--- src/rtl/dpram_port_arbiter_pkg.sv ---
// Shared constants and types for the dual-port RAM request arbiter.
//   AW/DW/CW : default address, data and collision-counter widths
//   DEPTH    : RAM depth implied by AW
//   port_sel_t : identifies client A (RAM port 1) or client B (RAM port 2)
package dpram_port_arbiter_pkg;

    localparam int unsigned AW    = 3;
    localparam int unsigned DW    = 32;
    localparam int unsigned CW    = 16;
    localparam int unsigned DEPTH = 1 << AW;

    typedef enum logic {
        PortA = 1'b0,
        PortB = 1'b1
    } port_sel_t;

    function automatic port_sel_t other_port(port_sel_t p);
        return (p == PortA) ? PortB : PortA;
    endfunction

endpackage

--- src/rtl/dpram_port_arbiter_if.sv ---
// One client's request/response bundle towards the arbiter.
//   valid/ready : request handshake, request fires when both are high
//   we          : 1 = write, 0 = read
//   addr/wdata  : request address and write data
//   rvalid/rdata: read response, exactly one cycle after a read fires
// master = client side, slave = arbiter side.
interface dpram_port_arbiter_if #(
    parameter int unsigned AW = 3,
    parameter int unsigned DW = 32
);
    logic          valid;
    logic          ready;
    logic          we;
    logic [AW-1:0] addr;
    logic [DW-1:0] wdata;
    logic          rvalid;
    logic [DW-1:0] rdata;

    modport master (
        output valid, we, addr, wdata,
        input  ready, rvalid, rdata
    );

    modport slave (
        input  valid, we, addr, wdata,
        output ready, rvalid, rdata
    );
endinterface

--- src/rtl/dpram_port_arbiter_rsp_pipe.sv ---
// Per-port read response stage: registers "a read fired" for one cycle and
// zero-gates the RAM's registered output so rdata is 0 whenever rvalid is low.
//   clk, rst     : clock, asynchronous active-high reset
//   rd_fire_i    : a read request fired this cycle
//   ram_dout_i   : RAM registered read data for this port
//   rvalid_o     : response valid, one cycle after the read fired
//   rdata_o      : response data (0 when not valid)
module dpram_port_arbiter_rsp_pipe #(
    parameter int unsigned DW = 32
) (
    input  logic          clk,
    input  logic          rst,
    input  logic          rd_fire_i,
    input  logic [DW-1:0] ram_dout_i,
    output logic          rvalid_o,
    output logic [DW-1:0] rdata_o
);

    logic rvalid_q, rvalid_d;

    always_comb begin
        rvalid_d = rd_fire_i;
    end

    always_ff @(posedge clk or posedge rst) begin
        if (rst) begin
            rvalid_q <= 1'b0;
        end else begin
            rvalid_q <= rvalid_d;
        end
    end

    always_comb begin
        rvalid_o = rvalid_q;
        rdata_o  = rvalid_q ? ram_dout_i : '0;
    end

endmodule

--- src/rtl/dpram_port_arbiter.sv ---
// Request front-end for the 8x32 dual-port RAM. Client A drives RAM port 1,
// client B drives RAM port 2. Same-address write/write collisions are resolved
// round-robin; the losing client sees ready=0 and must hold its request.
//   clk, rst          : clock, asynchronous active-high reset
//   a_if, b_if        : client request/response bundles (slave side)
//   ram_wen*/addr*/din*: RAM port drive
//   ram_dout1/2_i     : RAM registered read data
//   conflict_cnt_o    : saturating count of collision cycles
module dpram_port_arbiter
    import dpram_port_arbiter_pkg::*;
#(
    parameter int unsigned AW = dpram_port_arbiter_pkg::AW,
    parameter int unsigned DW = dpram_port_arbiter_pkg::DW,
    parameter int unsigned CW = dpram_port_arbiter_pkg::CW
) (
    input  logic                 clk,
    input  logic                 rst,
    dpram_port_arbiter_if.slave  a_if,
    dpram_port_arbiter_if.slave  b_if,
    output logic                 ram_wen1_o,
    output logic [AW-1:0]        ram_addr1_o,
    output logic [DW-1:0]        ram_din1_o,
    output logic                 ram_wen2_o,
    output logic [AW-1:0]        ram_addr2_o,
    output logic [DW-1:0]        ram_din2_o,
    input  logic [DW-1:0]        ram_dout1_i,
    input  logic [DW-1:0]        ram_dout2_i,
    output logic [CW-1:0]        conflict_cnt_o
);

    port_sel_t     rr_q, rr_d;
    logic [CW-1:0] cnt_q, cnt_d;
    logic          collision;
    logic          a_fire, b_fire;

    always_comb begin
        collision = a_if.valid & b_if.valid & a_if.we & b_if.we & (a_if.addr == b_if.addr);

        // Ready does not depend on valid except through a collision.
        a_if.ready = ~rst & (~collision | (rr_q == PortA));
        b_if.ready = ~rst & (~collision | (rr_q == PortB));

        a_fire = a_if.valid & a_if.ready;
        b_fire = b_if.valid & b_if.ready;

        ram_wen1_o  = a_fire & a_if.we;
        ram_addr1_o = a_if.addr;
        ram_din1_o  = a_if.wdata;
        ram_wen2_o  = b_fire & b_if.we;
        ram_addr2_o = b_if.addr;
        ram_din2_o  = b_if.wdata;

        rr_d  = rr_q;
        cnt_d = cnt_q;
        if (collision) begin
            rr_d = other_port(rr_q);
            if (cnt_q != {CW{1'b1}}) begin
                cnt_d = cnt_q + 1'b1;
            end
        end

        conflict_cnt_o = cnt_q;
    end

    always_ff @(posedge clk or posedge rst) begin
        if (rst) begin
            rr_q  <= PortA;
            cnt_q <= '0;
        end else begin
            rr_q  <= rr_d;
            cnt_q <= cnt_d;
        end
    end

    dpram_port_arbiter_rsp_pipe #(
        .DW(DW)
    ) u_rsp_a (
        .clk       (clk),
        .rst       (rst),
        .rd_fire_i (a_fire & ~a_if.we),
        .ram_dout_i(ram_dout1_i),
        .rvalid_o  (a_if.rvalid),
        .rdata_o   (a_if.rdata)
    );

    dpram_port_arbiter_rsp_pipe #(
        .DW(DW)
    ) u_rsp_b (
        .clk       (clk),
        .rst       (rst),
        .rd_fire_i (b_fire & ~b_if.we),
        .ram_dout_i(ram_dout2_i),
        .rvalid_o  (b_if.rvalid),
        .rdata_o   (b_if.rdata)
    );

endmodule

--- src/flat_wrapper.sv ---
// flat-port wrapper written by rule: the top's interface ports become plain ports
module dpram_port_arbiter_flat import dpram_port_arbiter_pkg::*;
#(
    parameter int unsigned AW = dpram_port_arbiter_pkg::AW,
    parameter int unsigned DW = dpram_port_arbiter_pkg::DW,
    parameter int unsigned CW = dpram_port_arbiter_pkg::CW
)
  (clk, rst, ram_wen1_o, ram_addr1_o, ram_din1_o, ram_wen2_o, ram_addr2_o, ram_din2_o, ram_dout1_i, ram_dout2_i, conflict_cnt_o, a_if_valid, a_if_we, a_if_addr, a_if_wdata, a_if_ready, a_if_rvalid, a_if_rdata, b_if_valid, b_if_we, b_if_addr, b_if_wdata, b_if_ready, b_if_rvalid, b_if_rdata);
  dpram_port_arbiter_if #(.AW(AW), .DW(DW)) a_if_i ();
  dpram_port_arbiter_if #(.AW(AW), .DW(DW)) b_if_i ();
  input  logic clk;
  input  logic rst;
  output logic ram_wen1_o;
  output logic [AW-1:0] ram_addr1_o;
  output logic [DW-1:0] ram_din1_o;
  output logic ram_wen2_o;
  output logic [AW-1:0] ram_addr2_o;
  output logic [DW-1:0] ram_din2_o;
  input  logic [DW-1:0] ram_dout1_i;
  input  logic [DW-1:0] ram_dout2_i;
  output logic [CW-1:0] conflict_cnt_o;
  input wire logic [$bits(a_if_i.valid)-1:0] a_if_valid;
  input wire logic [$bits(a_if_i.we)-1:0] a_if_we;
  input wire logic [$bits(a_if_i.addr)-1:0] a_if_addr;
  input wire logic [$bits(a_if_i.wdata)-1:0] a_if_wdata;
  output wire logic [$bits(a_if_i.ready)-1:0] a_if_ready;
  output wire logic [$bits(a_if_i.rvalid)-1:0] a_if_rvalid;
  output wire logic [$bits(a_if_i.rdata)-1:0] a_if_rdata;
  input wire logic [$bits(b_if_i.valid)-1:0] b_if_valid;
  input wire logic [$bits(b_if_i.we)-1:0] b_if_we;
  input wire logic [$bits(b_if_i.addr)-1:0] b_if_addr;
  input wire logic [$bits(b_if_i.wdata)-1:0] b_if_wdata;
  output wire logic [$bits(b_if_i.ready)-1:0] b_if_ready;
  output wire logic [$bits(b_if_i.rvalid)-1:0] b_if_rvalid;
  output wire logic [$bits(b_if_i.rdata)-1:0] b_if_rdata;
  assign a_if_i.valid = a_if_valid;
  assign a_if_i.we = a_if_we;
  assign a_if_i.addr = a_if_addr;
  assign a_if_i.wdata = a_if_wdata;
  assign a_if_ready = a_if_i.ready;
  assign a_if_rvalid = a_if_i.rvalid;
  assign a_if_rdata = a_if_i.rdata;
  assign b_if_i.valid = b_if_valid;
  assign b_if_i.we = b_if_we;
  assign b_if_i.addr = b_if_addr;
  assign b_if_i.wdata = b_if_wdata;
  assign b_if_ready = b_if_i.ready;
  assign b_if_rvalid = b_if_i.rvalid;
  assign b_if_rdata = b_if_i.rdata;
  dpram_port_arbiter #(.AW(AW), .DW(DW), .CW(CW)) u_core (.clk(clk), .rst(rst), .a_if(a_if_i), .b_if(b_if_i), .ram_wen1_o(ram_wen1_o), .ram_addr1_o(ram_addr1_o), .ram_din1_o(ram_din1_o), .ram_wen2_o(ram_wen2_o), .ram_addr2_o(ram_addr2_o), .ram_din2_o(ram_din2_o), .ram_dout1_i(ram_dout1_i), .ram_dout2_i(ram_dout2_i), .conflict_cnt_o(conflict_cnt_o));
endmodule
--- config.mk ---
export PLATFORM = sky130hd
export DESIGN_NAME = dpram_port_arbiter_flat
export DESIGN_NICKNAME = d
export VERILOG_FILES = /design/src/rtl/dpram_port_arbiter_pkg.sv /design/src/rtl/dpram_port_arbiter_if.sv /design/src/rtl/dpram_port_arbiter_rsp_pipe.sv /design/src/rtl/dpram_port_arbiter.sv /design/src/flat_wrapper.sv
export SDC_FILE = /design/constraint.sdc
export NUM_CORES = 1
export LEC_CHECK = 0
export CORE_AREA = 2 2 116 118
export DETAILED_ROUTE_END_ITERATION = 8
export DIE_AREA = 0 0 118 120
export PLACE_DENSITY_LB_ADDON = 0.15
export RECOVER_POWER = 50
export REMOVE_ABC_BUFFERS = 1
export SYNTH_ARGS = -nofsm -noshare
export SYNTH_HDL_FRONTEND = slang
export SYNTH_SLANG_ARGS = --single-unit
--- constraint.sdc ---
create_clock -name clk -period 1.95 [get_ports clk]
set_clock_uncertainty 0.05 [all_clocks]
set_input_delay 0.4875 -clock clk [delete_from_list [all_inputs] [get_ports clk]]
set_output_delay 0.4875 -clock clk [all_outputs]
set_load 0.01 [all_outputs]
==> metrics.csv <==
metric,value,unit
run_status,"complete, but fails checks",
violations,negative setup slack,
worstPathRequired,1.41,ns
ys_types,28,
crit_path_cell_trace,"buf_8, xnor2_4, nand4_1, nor2_1, nor2_1, and3_1, buf_6",
nNetsFinal,490,
avgViaCountPerCell,3.839,
wire_per_inst,31.40,um
grt_max_degree,34,
p_int,0.9831,mW
die_area,14160,um^2
ys_seq_elements,19,
initial_core_util,14.77,%
fp.dieH,120,um
max_slew.worst_pin.slew,1.094,ns
drive_gt1_share,21.84,%
antenna_left,0,
rsz0062_at_grt,yes,
grt_overflow_total,0,
syn_inst,223,
grt_pass1_wl,21120,um
track_usage,22.69,%
synth_area,1917,um^2
async_flop_share,100.0,%
cp-end-kind,primary output,
io_pins,296,
synth_top_family_by_area,simple AND/OR/NAND/NOR gates,
path_max_fanout,3,
rows,42,
clock_latency,0.25,ns
antenna_found_initial,10,
synth_edf_count,0,
vdd.ir_drop.worst,0.3488,mV
ys_seq_area_share,24.80,%
dieWidth,118,um
combPwrFrac,35.0,%
fin_crit_sh,105.1,%
pwr-share-clk,32.2,%
io_buffers,167,
clk_pin_slew,0.06,ns
cts_buffers,3,
dpl-instance-area,3458,um^2
ys_warn_count,0,
slowest_delay,0.20,ns
share_seq_of_total_power,32.8,%
cpMostUsedCell,nor2_1,
cts_tree,done,
leakage,1.714,nW
synth_compound_area_share,2.807,%
clock_sinks,19,
utilization,27.49,%
synth_simple_gate_area_share,33.03,%
cp_slowest_cell,nand4_1,
place_congestion,0.9743,
hold_buffers,0,
vias,2027,
report.final.slew_viol_count,0,
cp.arrival,1.51,ns
cp-start-kind,primary input,
swShare,25.95,%
synthTopCellsByArea,"buf_4, dfrtp_1, and2_1",
switchingPower,0.3445,mW
num-fill-cells,1457,
ctsRootBufferMaster,clkbuf_16,
hold_path_class,flop to flop,
pre_cts_ws,-0.8856,ns
finalInstanceArea,3568,um^2
core,12980,um^2
syn_to_final_growth,86.16,%
synth_fa_ha_area_share,0.6527,%
cap_violations,0,
synth-xor-area-share,8.943,%
drt_wl_total,16580,um
first_pass_iters,4,
drt_iter0_drc,79,
max_freq,488.2,MHz
hold_viol_final,0,
syn_area_per_cell,8.596,um^2
netlist.area_leader.share,27.42,%
power.total,1.328,mW
h-tree-depth,1,
remaining_drc_errors,0,
cts_buffer_depth,2,
setup_tns,-0.1633,ns
setup_ws,-0.09849,ns
first_global_vias,2054,
power.density,372.0,nW/um^2
slew_headroom,27.06,%
min_period,2.048,ns
setup-violations-final,3,
synthFlopType,dfrtp_1,
dp_hpwl,15510,um
worstSetupPathType,primary input to primary output,
synth.mux.area_fraction,0.5875,%
synth_top_area_cell,buf_4,
[state kept, by name, summed over array words and instances (netlist names)]
| register | flops |
|---|---|
| u_core.u_rsp_a.rvalid_o | 1 |
| u_core.rr_q | 1 |
| u_core.u_rsp_b.rvalid_o | 1 |
| u_core.conflict_cnt_o | 16 |
[per-layer routing]
metal	vias to the layer above	wire length [um]	global-route usage (%)	share of wire [%]
li1	896	-	-	-
met2	253	6527	31.61	39
met3	24	4803	30.70	29
met5	-	187	5.882	1.1
met4	14	187	2.259	1.1
met1	840	4874	19.88	29
[cell type report]
class                      count  area, um^2  area share [%]
clock buffer                   3       75.07           2.104
timing repair buffer         197        1858           52.07
antenna                        4       10.01          0.2805
tap                          176       220.2           6.171
inverter                       3       11.26          0.3156
clock inverter                 1       5.005          0.1403
multi-input combinational    125       913.4           25.60
sequential                    19       475.5           13.32
[worst paths after layout]
kind                                                    endpoint  slack (ns)  depth (start not counted)                                  start
min reg2reg                u_core.conflict_cnt_o[11]$_DFFE_PP0P_        0.45                          1  u_core.conflict_cnt_o[11]$_DFFE_PP0P_
max reg2reg                 u_core.conflict_cnt_o[9]$_DFFE_PP0P_        0.18                          7   u_core.conflict_cnt_o[1]$_DFFE_PP0P_
min in group asynchronous   u_core.conflict_cnt_o[3]$_DFFE_PP0P_        0.75                          3                                    rst
max                                                   ram_wen2_o        -0.1                          7                           b_if_addr[0]
max in group asynchronous   u_core.conflict_cnt_o[6]$_DFFE_PP0P_        0.45                          3                                    rst
min                        u_core.conflict_cnt_o[11]$_DFFE_PP0P_        0.45                          1  u_core.conflict_cnt_o[11]$_DFFE_PP0P_
[synthesized netlist by cell type, types with 2 or more instances]
cell type	instances
dfrtp_1	19
nand3_1	8
a21oi_1	4
nor2_1	6
inv_1	3
xnor2_2	3
xor2_1	2
clkbuf_1	6
and3_1	4
nand4_1	3
buf_4	70
xnor2_1	12
and2_1	64
nand2_1	5
[per-stage QoR]
step	std cells	hold slack, ns
global placement	513	0.4418
detailed placement	513	0.4479
floorplan	147	0.3886
CTS	520	0.4367
global route	525	0.4826
finish	528	0.4466
[power groups by stage]
stage                     combinational [mW]  clock (mW)  sequential [mW]
final                                  0.465       0.427            0.436
after CTS                              0.447       0.441            0.437
after floorplan                       0.0911           0            0.455
after global placement                 0.472           0            0.442
after global routing                   0.495       0.465            0.439
after detailed placement               0.470           0            0.442
[worst max-delay path: cells and delay by family]
kind	cells	cell delay [ns]
and+or+nand+nor	4	0.64
buffers and inverters	2	0.23
xor gates and xnor gates	1	0.15
[cells in the final DEF, fill, tap and decap left out, types with 2 or more instances in the layout]
cell             netlist  routed
buf_6                  0      13
diode_2                0       4
xnor2_4                0       2
clkdlybuf4s50_1        0      78
nor2_1                 6       6
clkdlybuf4s15_2        0       7
and2_1                64      64
nand4_1                3       3
nand3_1                8       8
nand2_1                5       5
inv_1                  3       3
clkdlybuf4s15_1        0      11
dlymetal6s2s_1         0       6
xnor2_1               12      12
a21oi_1                4       3
xor2_1                 2       2
and3_1                 4       3
buf_12                 0       2
buf_4                 70      27
dlygate4sd2_1          0      40
clkbuf_16              0       3
clkbuf_2               0      11
dfrtp_1               19      19
[cell families after synthesis]
kind of cell             Yosys count
AND/OR/NAND/NOR                  100
buffers and inverters             79
flip-flops                        19
XOR/XNOR                          17
AO/OA/AOI/OAI                      6
multiplexers                       1
adder cells (fa/ha/maj)            1
[timing repair]
action,in CTS,in global routing
pin swaps,10,10
setup buffers,3,4
endpoints found under the setup margin,89,30
gates resized for setup,160,43
Note: power is estimated with default switching activity, not from simulation.
